--- config.mk ---
export PLATFORM = sky130hd
export DESIGN_NAME = tw_rom2_loader
export DESIGN_NICKNAME = d
export VERILOG_FILES = /design/src/rtl/tw_rom2_pkg.sv /design/src/rtl/tw_rom2_ld_buf.sv /design/src/rtl/tw_rom2_loader.sv
export SDC_FILE = /design/constraint.sdc
export NUM_CORES = 1
export LEC_CHECK = 0
export BUFFER_PORTS_ARGS = -buffer_cell sky130_fd_sc_hd__buf_2
export CAP_MARGIN = 20
export CORE_UTILIZATION = 54
export CTS_CLUSTER_DIAMETER = 80
export DETAILED_ROUTE_END_ITERATION = 7
export MAX_ROUTING_LAYER = met4
export PLACE_DENSITY = 0.73
export SYNTH_ARGS = -nofsm -noshare
export SYNTH_HDL_FRONTEND = slang
export SYNTH_SLANG_ARGS = --single-unit
--- constraint.sdc ---
create_clock -name CLK -period 14.82 [get_ports CLK]
set_input_delay 0.741 -clock CLK [delete_from_list [all_inputs] [get_ports CLK]]
set_output_delay 0.741 -clock CLK [all_outputs]
set_load 0.1 [all_outputs]
--- src/rtl/tw_rom2_pkg.sv ---
// ============================================================================
// Module      : tw_rom2_pkg
// Description : Shared constants and types for the twiddle ROM2 loader and the
//               ROM side that consumes its write stream: word widths, burst
//               length, ROM2_w write codes and the loader state encoding.
// Revision    : 1.0 - initial release
// ============================================================================
`default_nettype none

package tw_rom2_pkg;

  // Word geometry: one twiddle entry carries two packed 64-bit constants.
  localparam int c_P_WIDTH          = 128;
  localparam int c_HDW              = 64;
  localparam int c_INIT_STORE_DATA  = 4;

  // ROM2_w codes seen by the ROM side; 2'd3 is reserved and never driven.
  localparam logic [1:0] c_ROM2W_IDLE = 2'd0;
  localparam logic [1:0] c_ROM2W_HI   = 2'd1;
  localparam logic [1:0] c_ROM2W_LO   = 2'd2;

  typedef enum logic [2:0] {
    ST_IDLE    = 3'd0,
    ST_COLLECT = 3'd1,
    ST_SEND_HI = 3'd2,
    ST_SEND_LO = 3'd3,
    ST_DONE    = 3'd4
  } tw_state_e;

endpackage

`default_nettype wire

--- src/rtl/tw_rom2_ld_buf.sv ---
// ============================================================================
// Module      : tw_rom2_ld_buf
// Description : DEPTH x P_WIDTH entry store for one load burst. One synchronous
//               write port (index + data) and one asynchronous read port
//               (index + half select, hi = upper HDW bits).
// Ports       : clk, rst_n        - clock, synchronous active-low reset
//               i_wr_en/idx/data  - write port
//               i_rd_idx, i_rd_hi - read index and half select
//               o_rd_data         - selected half of the indexed entry
// Revision    : 1.0 - initial release
// ============================================================================
`default_nettype none

module tw_rom2_ld_buf
  import tw_rom2_pkg::*;
#(
  parameter int P_WIDTH = c_P_WIDTH,
  parameter int HDW     = c_HDW,
  parameter int DEPTH   = c_INIT_STORE_DATA,
  localparam int IDX_W  = $clog2(DEPTH)
) (
  input  logic               clk,
  input  logic               rst_n,
  input  logic               i_wr_en,
  input  logic [IDX_W-1:0]   i_wr_idx,
  input  logic [P_WIDTH-1:0] i_wr_data,
  input  logic [IDX_W-1:0]   i_rd_idx,
  input  logic               i_rd_hi,
  output logic [HDW-1:0]     o_rd_data
);

  logic [P_WIDTH-1:0] r_mem [DEPTH];

  always_ff @(posedge clk) begin
    if (!rst_n) begin
      for (int i = 0; i < DEPTH; i++) begin
        r_mem[i] <= '0;
      end
    end else if (i_wr_en) begin
      r_mem[i_wr_idx] <= i_wr_data;
    end
  end

  assign o_rd_data = i_rd_hi ? r_mem[i_rd_idx][P_WIDTH-1 -: HDW]
                             : r_mem[i_rd_idx][HDW-1:0];

endmodule

`default_nettype wire

--- src/rtl/tw_rom2_loader.sv ---
// ============================================================================
// Module      : tw_rom2_loader
// Description : Collects one burst of twiddle entries, then streams all high
//               halves (ROM2_w=1) followed by all low halves (ROM2_w=2) to the
//               ROM side, then pulses done. Outputs decode registered state
//               only; no input reaches an output combinationally.
// Ports       : CLK, rst_n           - clock, synchronous active-low reset
//               start                - begins a burst (honoured in IDLE only)
//               in_valid/in_data/in_ready - entry handshake
//               horizontal_row0_out  - high-half stream
//               horizontal_row1_out  - low-half stream
//               ROM2_w               - 0 idle, 1 high write, 2 low write
//               busy, done           - burst status
//               abort                - only with TW_ROM2_LOADER_ABORT_EN
// Config      : TW_ROM2_LOADER_ABORT_EN adds the abort input; buffer contents
//               survive an abort.
// Revision    : 1.0 - initial release
// ============================================================================
`default_nettype none

module tw_rom2_loader
  import tw_rom2_pkg::*;
#(
  parameter int P_WIDTH         = c_P_WIDTH,
  parameter int horizontal_DW   = c_HDW,
  parameter int init_store_data = c_INIT_STORE_DATA
) (
  input  logic                     CLK,
  input  logic                     rst_n,
  input  logic                     start,
`ifdef TW_ROM2_LOADER_ABORT_EN
  input  logic                     abort,
`endif
  input  logic                     in_valid,
  input  logic [P_WIDTH-1:0]       in_data,
  output logic                     in_ready,
  output logic [horizontal_DW-1:0] horizontal_row0_out,
  output logic [horizontal_DW-1:0] horizontal_row1_out,
  output logic [1:0]               ROM2_w,
  output logic                     busy,
  output logic                     done
);

  localparam int               c_IDX_W = $clog2(init_store_data);
  localparam logic [c_IDX_W-1:0] c_LAST = c_IDX_W'(init_store_data - 1);

  tw_state_e             r_state;
  tw_state_e             w_state_nxt;
  logic [c_IDX_W-1:0]    r_wr_cnt;
  logic [c_IDX_W-1:0]    r_send_cnt;
  logic                  w_accept;
  logic                  w_sending;
  logic                  w_send_last;
  logic                  w_abort;
  logic [horizontal_DW-1:0] w_rd_data;

  assign w_accept    = in_valid && (r_state == ST_COLLECT);
  assign w_sending   = (r_state == ST_SEND_HI) || (r_state == ST_SEND_LO);
  assign w_send_last = (r_send_cnt == c_LAST);

`ifdef TW_ROM2_LOADER_ABORT_EN
  assign w_abort = abort && (r_state != ST_IDLE);
`else
  assign w_abort = 1'b0;
`endif

  tw_rom2_ld_buf #(
    .P_WIDTH (P_WIDTH),
    .HDW     (horizontal_DW),
    .DEPTH   (init_store_data)
  ) u_buf (
    .clk       (CLK),
    .rst_n     (rst_n),
    .i_wr_en   (w_accept && !w_abort),
    .i_wr_idx  (r_wr_cnt),
    .i_wr_data (in_data),
    .i_rd_idx  (r_send_cnt),
    .i_rd_hi   (r_state == ST_SEND_HI),
    .o_rd_data (w_rd_data)
  );

  always_ff @(posedge CLK) begin
    if (!rst_n) begin
      r_state <= ST_IDLE;
    end else begin
      r_state <= w_state_nxt;
    end
  end

  // The send counter wraps on the last high half so the low-half pass starts
  // at slot 0 again, keeping the ROM side's slot index aligned.
  always_ff @(posedge CLK) begin
    if (!rst_n || w_abort) begin
      r_wr_cnt   <= '0;
      r_send_cnt <= '0;
    end else begin
      if (w_accept) begin
        r_wr_cnt <= (r_wr_cnt == c_LAST) ? '0 : r_wr_cnt + 1'b1;
      end
      if (w_sending) begin
        r_send_cnt <= w_send_last ? '0 : r_send_cnt + 1'b1;
      end
    end
  end

  always_comb begin
    w_state_nxt         = r_state;
    ROM2_w              = c_ROM2W_IDLE;
    horizontal_row0_out = '0;
    horizontal_row1_out = '0;
    in_ready            = 1'b0;
    busy                = 1'b1;
    done                = 1'b0;
    case (r_state)
      ST_IDLE: begin
        busy = 1'b0;
        if (start) w_state_nxt = ST_COLLECT;
      end
      ST_COLLECT: begin
        in_ready = 1'b1;
        if (in_valid && (r_wr_cnt == c_LAST)) w_state_nxt = ST_SEND_HI;
      end
      ST_SEND_HI: begin
        ROM2_w              = c_ROM2W_HI;
        horizontal_row0_out = w_rd_data;
        if (w_send_last) w_state_nxt = ST_SEND_LO;
      end
      ST_SEND_LO: begin
        ROM2_w              = c_ROM2W_LO;
        horizontal_row1_out = w_rd_data;
        if (w_send_last) w_state_nxt = ST_DONE;
      end
      ST_DONE: begin
        done        = 1'b1;
        w_state_nxt = ST_IDLE;
      end
      default: begin
        busy        = 1'b0;
        w_state_nxt = ST_IDLE;
      end
    endcase
    if (w_abort) w_state_nxt = ST_IDLE;
  end

endmodule

`default_nettype wire

==> metrics.md, run 1 <==
| Metric | Value |
|---|---|
| Result of the run | `complete, no violations` |
| Max-capacitance violation count | `0` |
| CTS buffer count | `between 50 and 60` |
| Share of the synthesized area in the top cell type | `between 60% and 70%` |
| X dimension of the die | `210 µm` |
| Count of yosys warnings during synthesis | `0` |
| Aggregate negative setup slack | `0 ps` |
| Cell at the slowest stage of the critical path | `sky130_fd_sc_hd__dfxtp_4` |
| Delay of the slowest critical-path stage | `970 ps` |
| Crit. End Element | `output pin` |
| # Post-CTS Setup Buffers | `0` |
| Area growth from synthesis to layout | `15.1%` |
| Post-synth EDFFs | `512` |
| Combined global-route utilization of all metal layers | `24.1%` |
| Starting Density | `55.1%` |
| Dominant cell by count in the synthesized netlist | `sky130_fd_sc_hd__and2_1` |
| Final Max Tran Viols | `0` |
| Later-pin clock latency in the skew report | `590 ps` |
| Maximum number of pins on one net before global-route repair | `76` |
| Wire length per cell | `22.2 µm` |
| Detailed-routing iteration count for the pre-antenna-repair pass | `5` |
| HPWL reported at the end of detailed placement | `approximately 28000 µm` |
| Share of the cycle needed by the critical path after routing | `30.4%` |
| Crit Reg-Reg Startpoint | `r_state[0]` |
| Top-Level Pins | `265` |
| Clock root buffer | `sky130_fd_sc_hd__clkbuf_16` |
| Endpoint required time on the critical path | `14080 ps` |
| Clock tree from TritonCTS | `done` |
| CTS resizes | `0` |
| Part of the Yosys area used for sequential elements | `66.9%` |
| Worst slew pin tran | `between 1000 and 1500 ps` |
| Worst-path maximum fanout | `just under 70` |
| Clock-pin transition on the worst setup and hold timing paths | `60 ps` |
| Antenna Violating Nets Remaining | `0` |
| Final cell count without fillers | `about 2300` |
| Class of the tightest hold or removal check | `input pin to register` |
| Inst Count DP | `2158` |
| Number of global-route vias before repair | `13038` |
| Max Clk Rate | `222 MHz` |
| Kind of critical path | `register to output pin` |
| Unique masters post-synth | `33` |
| Most frequently used flop master after synthesis | `sky130_fd_sc_hd__edfxtp_1` |
| Global-route met2 utilization | `38.3%` |
| Total DRC errors in the routed layout | `0` |
| Count of final hold-check violations | `0` |
| Vertical extent of the die | `210 µm` |
| WL final | `50600 µm` |
| Critical Path Start Type | `register` |
| Met1 Usage GRT | `31.9%` |
| Vias per cell | `around 5.6` |
| Total number of H-tree levels | `2` |
| First-pass GRT wire length | `~77000 µm` |
| Met3 Use GR | `4.29%` |
| Rows | `75` |
| CTS hold repair buffers | `0` |
| Number of buffers between clock root and the deepest sink | `3` |
| Share of layout cells above drive strength 1 | `29.0%` |
| Remaining global-route overflow | `0` |
| Setup repair after global routing missed its margin | `no` |
| Leading post-synthesis cells by instance count | `sky130_fd_sc_hd__and2_1 (513), sky130_fd_sc_hd__edfxtp_1 (512), sky130_fd_sc_hd__mux4_2 (128), sky130_fd_sc_hd__nor2b_1 (68), sky130_fd_sc_hd__and3_1 (64)` |
| Worst Hold Launch | `in_data[47]` |
| Worst-path cell chain | `buf_4 -> mux4_2 -> nor2b_1 -> buf_2` |
| Layer with the highest usage | `met2` |
| Largest vdd supply drop | `0.121 mV` |
| Total power per unit cell area | `between 100 and 150 mW/mm²` |
| Yosys reg bits | `521` |
| Initial antenna violation count | `17` |
| Cell accounting for the most synthesized area | `sky130_fd_sc_hd__edfxtp_1` |
| Number of nets in the synthesized netlist | `around 1600` |
| Count of input and output buffers | `between 200 and 300` |
| Mean Syn Cell Area | `16.1 µm²` |
| Clock sink count | `521` |
| Shortest period the worst path allows | `4500 ps` |
| Routability-driven placement congestion ratio | `0.764` |
| Cell count after synthesis | `1444` |
| Clock tree skew after final layout | `11.5 ps` |
| Area of the die | `0.0439 mm²` |
| Endpoint arrival time on the critical path | `3760 ps` |
| Mapped cell area | `0.0233 mm²` |
| Via count | `roughly 13000` |
| Layout Nets | `1810` |
| Power consumption | `0.00310 W` |
| Setup violation total in the final timing report | `0` |
| Initial DRC count | `933` |
| Fraction of synthesis flops using an asynchronous set or reset pin | `0%` |
| Leakage power of the design | `10.4 nW` |
| Top cells by area in the synthesized netlist | `sky130_fd_sc_hd__edfxtp_1 (66%), sky130_fd_sc_hd__and2_1 (14%), sky130_fd_sc_hd__mux4_2 (12%)` |
| Placeable core region | `between 0.04 and 0.05 mm²` |
| Max-Slew Margin vs Limit | `29.9%` |
## cells by family (layout without fill, tap and decap cells)
family          Yosys count  in the layout  synth area share [%]
compound gates            9              9                 0.247
xor+xnor                  1              1                0.0377
mux                     130            130                  12.5
other cells               0             20                     0
fa+ha+maj                 2              2                 0.108
buf+inv                 111            386                  2.12
simple gates            670            670                  18.1
flops                   521            521                  66.9
## registers in the layout (all words and copies together), names as in the netlist, named ones only
name and cells:
r_send_cnt 2, r_state 3, r_wr_cnt 2, u_buf.r_mem 512
## stage by stage
| stage | util (%) | hold slack (ps) | instance area, µm² | worst slack (ps) |
|---|---|---|---|---|
| after floorplan | - | 512 | 23300 | 4170 |
| after detailed placement | 59.2 | 545 | 25000 | 10290 |
| after global placement | 59.2 | 528 | 25000 | 10350 |
| after CTS | 63.2 | 434 | 26700 | 10250 |
| final | 63.4 | 460 | 26800 | 10320 |
| after global routing | 63.4 | 452 | 26800 | 10090 |
## layout make-up
cell class              count  area, µm²
multi-input cells         812       7280
fillers                  3047      15400
clock inverters            25        170
flip-flops and latches    521      15600
clock buffers              73       1480
well taps                 539        674
diodes                     20       50.0
inverters                   2       7.51
repair buffers            286       1550
## where the power goes
group	internal, W	switching [W]	total (W)
sequential	0.00168	0.0000164	0.00170
clock	0.000732	0.000540	0.00127
combinational	0.0000533	0.0000807	0.000134
## cell usage in the layout, fill, tap and decap left out, types with 19 or more instances in the layout
| cell | n |
|---|---|
| sky130_fd_sc_hd__buf_2 | 264 |
| sky130_fd_sc_hd__and3_1 | 64 |
| sky130_fd_sc_hd__and2_1 | 513 |
| sky130_fd_sc_hd__edfxtp_1 | 512 |
| sky130_fd_sc_hd__mux4_2 | 128 |
| sky130_fd_sc_hd__clkbuf_16 | 55 |
| sky130_fd_sc_hd__buf_4 | 19 |
| sky130_fd_sc_hd__diode_2 | 20 |
| sky130_fd_sc_hd__nor2b_1 | 67 |
## layer usage
metal / up-vias / wire [µm]
met5: - / 0
met4: 0 / 1350
met3: 75 / 3270
met2: 395 / 24900
met1: 6504 / 21100
li1: 5781 / -
## critical path: cells and delay by family (launching register included)
kind                   cells  cell delay [ps]
and+or+nand+nor            1              260
buffers and inverters      2             1450
DFF                        1              970
muxes                      1              400
## worst paths after layout
kind | end | slack, ps | cells after the start
max | horizontal_row0_out[24] | 10320 | 4
min | u_buf.r_mem[0][47] | 460 | 2
max reg2reg | u_buf.r_mem[1][0] | 10610 | 7
min reg2reg | register | 560 | 2
(Power assumes the default switching activity.)
==> run 2: changes to the inputs <==
--- a/config.mk
+++ b/config.mk
@@ -7,11 +7,11 @@
 export LEC_CHECK = 0
 export BUFFER_PORTS_ARGS = -buffer_cell sky130_fd_sc_hd__buf_2
 export CAP_MARGIN = 20
-export CORE_UTILIZATION = 54
+export CORE_UTILIZATION = 53
 export CTS_CLUSTER_DIAMETER = 80
 export DETAILED_ROUTE_END_ITERATION = 7
 export MAX_ROUTING_LAYER = met4
-export PLACE_DENSITY = 0.73
+export PLACE_DENSITY = 0.74
 export SYNTH_ARGS = -nofsm -noshare
 export SYNTH_HDL_FRONTEND = slang
 export SYNTH_SLANG_ARGS = --single-unit
==> constraint.sdc (replaced) <==
create_clock -name CLK -period 3.68 [get_ports CLK]
set_input_delay 0.184 -clock CLK [delete_from_list [all_inputs] [get_ports CLK]]
set_output_delay 0.184 -clock CLK [all_outputs]
set_load 0.1 [all_outputs]
==> run 2 against run 1 <==
Final area rose by 5.0%. Routed wire length rose by 5.1%. Sequential share of layout area fell by 2.8 points. First-iteration DRC count fell by 8.1%. Combinational power rose to 5.0 times the previous value. Setup slack got worse by 9600 ps. Sequential power rose to 4.0 times the previous value. Register-to-register slack got worse by 9300 ps. Highest routed layer unchanged. Hold slack got worse by 250 ps. Critical path depth did not move. Critical path type unchanged. Largest power group unchanged. Largest cell class unchanged. Power rose to 4.0 times the previous value. Utilization rose by 1.7 points.
==> metrics.md, run 2 (synthesis results as in run 1) <==
| Metric | Value |
|---|---|
| Result of the run | `complete, no violations` |
| Number of global-route vias before repair | `14085 (+8.0%)` |
| Final instance area | `0.0281 mm² (+5.0%)` |
| Max-capacitance violation count | `0 (unchanged)` |
| Class of the tightest hold or removal check | `input pin to register` |
| Later-pin clock latency in the skew report | `580 ps (about the same)` |
| Highest-count cells in the layout ignoring fill and taps | `sky130_fd_sc_hd__and2_1 (513), sky130_fd_sc_hd__edfxtp_1 (512), sky130_fd_sc_hd__buf_2 (264)` |
| Maximum number of pins on one net before global-route repair | `129 (+70%)` |
| FILL cells | `3120 (+2.4%)` |
| Clock root buffer | `sky130_fd_sc_hd__clkbuf_16` |
| Max-Slew Margin vs Limit | `39.5% (+9.6 points)` |
| Endpoint arrival time on the critical path | `2810 ps (-950 ps)` |
| WL final | `53200 µm (+5.1%)` |
| Combined global-route utilization of all metal layers | `25.0% (+0.87 points)` |
| Endpoint required time on the critical path | `3500 ps (-10580 ps)` |
| Initial DRC count | `857 (-8.1%)` |
| Detailed-routing iteration count for the pre-antenna-repair pass | `4 (-1)` |
| Clock tree skew after final layout | `13.4 ps (+1.89 ps)` |
| Final Max Tran Viols | `0 (unchanged)` |
| Launching element of the worst setup path | `r_state[1]` |
| Total number of H-tree levels | `2 (unchanged)` |
| Power consumption | `0.0124 W (+300%)` |
| Shortest period the worst path allows | `3000 ps` |
| Area growth from synthesis to layout | `20.9%` |
| Vertical extent of the die | `212 µm (+0.93%)` |
| Largest vdd supply drop | `0.438 mV (+260%)` |
| Leakage power of the design | `10.9 nW (+5.1%)` |
| Share of the cycle needed by the critical path after routing | `81.4%` |
| Top-Level Pins | `265 (unchanged)` |
| Reg with most FFs | `u_buf.r_mem` |
| Most frequent standard cell in the layout excluding fill and tap cells | `sky130_fd_sc_hd__and2_1` |
| Setup violation total in the final timing report | `0 (unchanged)` |
| Cell-internal power | `0.00984 W (+300%)` |
| Share of layout cells above drive strength 1 | `26.8% (-2.3 points)` |
| Proportion of power drawn by the clock network | `39.4% (-1.6 points)` |
| Crit. End Element | `output pin` |
| Aggregate negative setup slack | `0 ps (unchanged)` |
| Total DRC errors in the routed layout | `0 (unchanged)` |
| Worst-path maximum fanout | `67 (-1.5%)` |
| Max reg flops | `512 (unchanged)` |
| Routability-driven placement congestion ratio | `0.728 (-4.7%)` |
| Power share of the sequential group | `55.1% (+0.4 points)` |
| Total power per unit cell area | `441 mW/mm² (+280%)` |
| First-pass GRT wire length | `80800 µm (+5.3%)` |
| Count of final hold-check violations | `0 (unchanged)` |
| Cell area reported after detailed placement | `0.0253 mm² (+1.1%)` |
| Critical Path Start Type | `register` |
| Wire length per cell | `21.9 µm (-1.6%)` |
| # Post-CTS Setup Buffers | `0 (unchanged)` |
| Length in cells of the worst reg-to-reg path | `4 (-3)` |
| Number of cells on the worst hold path | `4 (+2)` |
| Reported net switching power | `0.00256 W (+300%)` |
| Clock tree from TritonCTS | `done` |
| Count of input and output buffers | `264 (unchanged)` |
| Starting Density | `53.9% (-1.2 points)` |
| Initial antenna violation count | `3 (-14)` |
| CTS buffer count | `52 (-1.9%)` |
| Area of the die | `0.0447 mm² (+1.9%)` |
| X dimension of the die | `212 µm (+0.93%)` |
| Switching share of total power | `20.6% (+0.11 points)` |
| Clock-pin transition on the worst setup and hold timing paths | `60 ps (about the same)` |
| Remaining global-route overflow | `0 (unchanged)` |
| Crit Reg-Reg Startpoint | `r_state[1]` |
| Registers with the highest flip-flop counts | `u_buf.r_mem (512), r_state (3)` |
| Vias per cell | `5.45 (-2.6%)` |
| Antenna Violating Nets Remaining | `0 (unchanged)` |
| Setup repair after global routing missed its margin | `no` |
| Number of buffers between clock root and the deepest sink | `3 (unchanged)` |
| Worst Hold Launch | `start` |
| Clock sink count | `521 (unchanged)` |
| Max Clk Rate | `334 MHz` |
| Layout Nets | `1944 (+7.4%)` |
| Placeable core region | `0.0432 mm² (+2.2%)` |
| Rows | `76 (+1.3%)` |
| HPWL reported at the end of detailed placement | `28500 µm (+0.60%)` |
| Worst slew pin tran | `907 ps (-144 ps)` |
| Kind of critical path | `register to output pin` |
| Via count | `13267 (+4.0%)` |
| Portion of total power attributed to combinational logic | `5.4% (+1.1 points)` |
[run 2: what timing repair did]
item	in CTS	in global routing
resized for setup	0	0
endpoints found under the hold margin	515	0
hold buffers	130	0
[run 2: power by group through the flow]
stage               combinational (W)  sequential, W  clock [W]
floorplan                    0.000301        0.00695          0
global placement             0.000558        0.00694          0
detailed placement           0.000566        0.00696          0
CTS                          0.000684        0.00684    0.00497
global route                 0.000727        0.00686    0.00517
finish                       0.000675        0.00684    0.00489
[run 2: final cells by class]
class	count	area (µm²)	share of cell area, %
Clock inverter	20	136	0.485
Sequential cell	521	15600	55.3
Timing Repair Buffer	421	3010	10.7
Inverter	2	7.51	0.0267
Clock buffer	69	1390	4.93
Multi-Input combinational cell	812	7280	25.9
Tap cell	585	732	2.60
Antenna cell	3	7.51	0.0267
[run 2: critical path, stage by stage (launching register included)]
cell and delay (ps):
sky130_fd_sc_hd__dfxtp_1 540, sky130_fd_sc_hd__nor2b_4 230, sky130_fd_sc_hd__buf_4 660, sky130_fd_sc_hd__and3_1 330, sky130_fd_sc_hd__buf_2 440
[run 2: final timing paths]
check                           slack [ps]                      end
worst max register to register        1320       u_buf.r_mem[2][53]
worst min-delay path                   210               r_state[0]
worst max-delay path                   680  horizontal_row1_out[34]
worst min register to register         540                 register
[run 2: per-stage QoR]
stage                     utilization, %  hold slack [ps]  setup slack (ps)  std cells
after floorplan                        -              330               351       1444
after global placement              58.6              486              1290       2211
after detailed placement            58.6              496              1280       2211
after CTS                           65.1              181               628       2430
after global routing                65.2              224               556       2433
final                               65.2              215               684       2433
[run 2: metal layers]
layer	up-vias	wire length (µm)	global-route usage (%)
li1	6035	-	-
met1	6753	21400	30.7
met2	391	27300	42.3
met3	88	2990	4.15
met4	0	1490	8.37
met5	-	0	-
==> run 3: changes to the inputs <==
--- a/config.mk
+++ b/config.mk
@@ -5,13 +5,14 @@
 export SDC_FILE = /design/constraint.sdc
 export NUM_CORES = 1
 export LEC_CHECK = 0
+export ABC_AREA = 1
 export BUFFER_PORTS_ARGS = -buffer_cell sky130_fd_sc_hd__buf_2
 export CAP_MARGIN = 20
-export CORE_UTILIZATION = 53
+export CORE_UTILIZATION = 54
 export CTS_CLUSTER_DIAMETER = 80
 export DETAILED_ROUTE_END_ITERATION = 7
 export MAX_ROUTING_LAYER = met4
-export PLACE_DENSITY = 0.74
+export PLACE_DENSITY = 0.72
 export SYNTH_ARGS = -nofsm -noshare
 export SYNTH_HDL_FRONTEND = slang
 export SYNTH_SLANG_ARGS = --single-unit
==> constraint.sdc (replaced) <==
create_clock -name CLK -period 3 [get_ports CLK]
set_input_delay 0.15 -clock CLK [delete_from_list [all_inputs] [get_ports CLK]]
set_output_delay 0.15 -clock CLK [all_outputs]
set_load 0.1 [all_outputs]
==> run 3 against run 2 <==
Hold slack worse by 200 ps. Combinational power increased to 12 times the previous value. First-iteration DRC count rose to 2.5 times the previous value. Clock power up 26%. Synthesized cell count is 93% higher. Largest power group unchanged. Highest routed layer unchanged.
==> metrics.md, run 3 <==
| Metric | Value |
|---|---|
| Setup violation total in the final timing report | `0 (unchanged)` |
| WL final | `67600 µm (+27%)` |
| Share of the synthesized area in the top cell type | `62.3% (-3.8 points)` |
| Worst-path maximum fanout | `94 (+40%)` |
| Registers with the highest flip-flop counts | `u_buf.r_mem (512), r_state (3)` |
| HPWL reported at the end of detailed placement | `39600 µm (+39%)` |
| Max-Slew Margin vs Limit | `49.8% (+10 points)` |
| Initial DRC count | `2151 (+150%)` |
| Mean Syn Cell Area | `8.87 µm² (-45%)` |
| Final instance area | `0.0308 mm² (+9.6%)` |
| Cell area reported after detailed placement | `0.0280 mm² (+11%)` |
| Crit Reg-Reg Startpoint | `r_state[0]` |
| Detailed-routing iteration count for the pre-antenna-repair pass | `6 (+2)` |
| Mapped cell area | `0.0247 mm² (+6.1%)` |
| Routability-driven placement congestion ratio | `0.871 (+20%)` |
| Top-Level Pins | `265 (unchanged)` |
| Leakage power of the design | `14.3 nW (+32%)` |
| Clock tree skew after final layout | `15.2 ps (+1.80 ps)` |
| Cell count after synthesis | `2783 (+93%)` |
| Remaining global-route overflow | `0 (unchanged)` |
| Worst slew pin tran | `754 ps (-154 ps)` |
| Fraction of synthesis flops using an asynchronous set or reset pin | `0% (unchanged)` |
| Rows | `77 (+1.3%)` |
| Total DRC errors in the routed layout | `0 (unchanged)` |
| Crit. End Element | `output pin` |
| Unique masters post-synth | `23 (-30%)` |
| Number of global-route vias before repair | `19863 (+41%)` |
| Cell accounting for the most synthesized area | `sky130_fd_sc_hd__edfxtp_1` |
| Most frequent standard cell in the layout excluding fill and tap cells | `sky130_fd_sc_hd__nor2_1` |
| Clock-pin transition on the worst setup and hold timing paths | `60 ps (about the same)` |
| Combined global-route utilization of all metal layers | `30.2% (+5.2 points)` |
| Max reg flops | `512 (unchanged)` |
| Yosys reg bits | `521 (unchanged)` |
| Layout Nets | `3243 (+67%)` |
| Total power per unit cell area | `744 mW/mm² (+69%)` |
| Number of buffers between clock root and the deepest sink | `3 (unchanged)` |
| Setup repair after global routing missed its margin | `no` |
| FILL cells | `3328 (+6.7%)` |
| Number of nets in the synthesized netlist | `2917 (+85%)` |
| Clock tree from TritonCTS | `done` |
| Area growth from synthesis to layout | `25.0%` |
| X dimension of the die | `216 µm (+2.0%)` |
| Final cell count without fillers | `3742 (+54%)` |
| Kind of critical path | `register to output pin` |
| # Post-CTS Setup Buffers | `0 (unchanged)` |
| Reg with most FFs | `u_buf.r_mem` |
| Via count | `19778 (+49%)` |
| Starting Density | `55.3% (+1.4 points)` |
| Worst Hold Launch | `in_data[113]` |
| Later-pin clock latency in the skew report | `590 ps (about the same)` |
| Maximum number of pins on one net before global-route repair | `145 (+12%)` |
| Delay of the slowest critical-path stage | `400 ps (-260 ps)` |
| Placement Setup Slack | `715 ps (-563 ps)` |
| Result of the run | `complete, no violations` |
| Total number of H-tree levels | `2 (unchanged)` |
| Initial antenna violation count | `2 (-1)` |
| Area of combinational cells with multiple inputs | `0.00674 mm² (-7.4%)` |
| Shortest period the worst path allows | `2820 ps` |
| Hold slack | `10.3 ps (-204 ps)` |
| Part of the Yosys area used for sequential elements | `63.0% (-3.8 points)` |
| Count of final hold-check violations | `0 (unchanged)` |
| Wire length per cell | `18.1 µm (-17%)` |
| Top cells by area in the synthesized netlist | `sky130_fd_sc_hd__edfxtp_1 (62%), sky130_fd_sc_hd__nor2_1 (10%), sky130_fd_sc_hd__nand2_1 (9.8%)` |
| Share of the cycle needed by the critical path after routing | `94.0%` |
| Worst-path cell chain | `clkinv_8 -> buf_12 -> nand2_1 -> nand3_1 -> nand2_1 -> nand2_1 -> a21oi_1 -> buf_12` |
| Endpoint required time on the critical path | `2850 ps (-650 ps)` |
| Most frequently used flop master after synthesis | `sky130_fd_sc_hd__edfxtp_1` |
| Dominant cell by count in the synthesized netlist | `sky130_fd_sc_hd__nor2_1` |
| Fin worst setup slack | `179 ps (-505 ps)` |
| Share of layout cells above drive strength 1 | `12.8% (-14 points)` |
| Max Clk Rate | `355 MHz` |
| First-pass GRT wire length | `106000 µm (+31%)` |
| Critical Path Start Type | `register` |
| Vias per cell | `5.29 (-3.1%)` |
| Area of the die | `0.0466 mm² (+4.1%)` |
| Placeable core region | `0.0446 mm² (+3.3%)` |
| Max-capacitance violation count | `0 (unchanged)` |
| Cell at the slowest stage of the critical path | `sky130_fd_sc_hd__dfxtp_4` |
| CTS buffer count | `52 (unchanged)` |
| Largest vdd supply drop | `0.710 mV (+62%)` |
| FF/Latch Area | `0.0156 mm² (about the same)` |
| Cell seen most often among critical-path stages | `sky130_fd_sc_hd__nand2_1` |
| Antenna Violating Nets Remaining | `0 (unchanged)` |
| Clock sink count | `521 (unchanged)` |
| Clock root buffer | `sky130_fd_sc_hd__clkbuf_16` |
| Endpoint arrival time on the critical path | `2670 ps (-140 ps)` |
| Final Max Tran Viols | `0 (unchanged)` |
| Class of the tightest hold or removal check | `input pin to register` |
| Leading post-synthesis cells by instance count | `sky130_fd_sc_hd__nor2_1 (678), sky130_fd_sc_hd__nand2_1 (647), sky130_fd_sc_hd__edfxtp_1 (512), sky130_fd_sc_hd__inv_1 (455), sky130_fd_sc_hd__nand3_1 (139)` |
| Count of input and output buffers | `264 (unchanged)` |
| Inst Count DP | `3520 (+59%)` |
| Highest-count cells in the layout ignoring fill and taps | `sky130_fd_sc_hd__nor2_1 (677), sky130_fd_sc_hd__nand2_1 (644), sky130_fd_sc_hd__edfxtp_1 (512)` |
| Count of yosys warnings during synthesis | `0 (unchanged)` |
| Post-synth EDFFs | `512 (unchanged)` |
| Vertical extent of the die | `216 µm (+2.0%)` |
## run 3: changes by cell type in the layout (fill, tap and decap cells not counted), moves of 15 or more
cell                      before  now
sky130_fd_sc_hd__mux4_2      128    0
sky130_fd_sc_hd__inv_1         2  452
sky130_fd_sc_hd__buf_4        12   27
sky130_fd_sc_hd__and2_1      513    0
sky130_fd_sc_hd__o21ai_0       2   75
sky130_fd_sc_hd__nand2_1       6  644
sky130_fd_sc_hd__and3_1       64    0
sky130_fd_sc_hd__a21oi_1       1   78
sky130_fd_sc_hd__nor2_1        3  677
sky130_fd_sc_hd__nor2b_1      67    0
sky130_fd_sc_hd__buf_12       15  105
sky130_fd_sc_hd__buf_2       264  175
sky130_fd_sc_hd__nand3_1       1  139
## run 3: stage by stage
| step | utilization [%] | TNS (ps) | power (W) |
|---|---|---|---|
| 3_5_place_dp | 62.7 | 0 | 0.0167 |
| 3_3_place_gp | 62.7 | 0 | 0.0166 |
| 6_report | 69.1 | 0 | 0.0229 |
| 5_1_grt | 69.1 | 0 | 0.0238 |
| 4_1_cts | 69.1 | 0 | 0.0230 |
| 2_1_floorplan | - | -87000 | 0.0143 |
## run 3: repair_timing
action | 4_1_cts | 5_1_grt
hold endpoints to repair | 496 | 0
gates resized for setup | 0 | 1
hold buffers | 127 | 0
endpoints found under the setup margin | 0 | 1
## run 3: power breakdown
group	switching [W]	total, W	internal [W]
Clock	0.00264	0.00618	0.00353
Sequential	0.000186	0.00874	0.00856
Combinational	0.00596	0.00803	0.00207
Total	0.00878	0.0229	0.0142
## run 3: worst paths after layout
check / to / slack, ps / cells past startpoint
worst max register to register: u_buf.r_mem[0][65] / 720 / 7
worst min register to register: register / 520 / 2
worst max-delay path: horizontal_row1_out[9] / 180 / 8
worst min-delay path: u_buf.r_mem[3][113] / 10 / 3
## run 3: cell families after synthesis
| kind of cell | count (synthesis) | share of synthesized area, % |
|---|---|---|
| simple gates | 1473 | 23.2 |
| flops | 521 | 63.0 |
| xor+xnor | 1 | 0.0355 |
| compound gates | 165 | 3.35 |
| buf+inv | 621 | 10.2 |
| fa+ha+maj | 2 | 0.101 |
## run 3: layout make-up
cell class              instances  share of cell area [%]
flip-flops and latches        521                    50.5
multi-input cells            1641                    21.9
repair buffers                434                    14.4
inverters                     459                    5.66
clock buffers                  71                    4.58
well taps                     592                    2.40
clock inverters                22                   0.576
diodes                          2                  0.0162
## run 3: routing by layer
layer / vias up / GRT usage, % / routed length, µm
li1: 9287 / - / -
met4: 0 / 11.0 / 2020
met5: - / - / 0
met3: 133 / 3.90 / 6110
met2: 1052 / 50.3 / 33700
met1: 9306 / 38.0 / 25800
## run 3: worst max-delay path: cells and delay by family (launching register included)
| family | cells | cell delay [ps] |
|---|---|---|
| AND/OR/NAND/NOR | 4 | 390 |
| buffers and inverters | 3 | 880 |
| AO/OA/AOI/OAI | 1 | 320 |
| flip-flops | 1 | 400 |
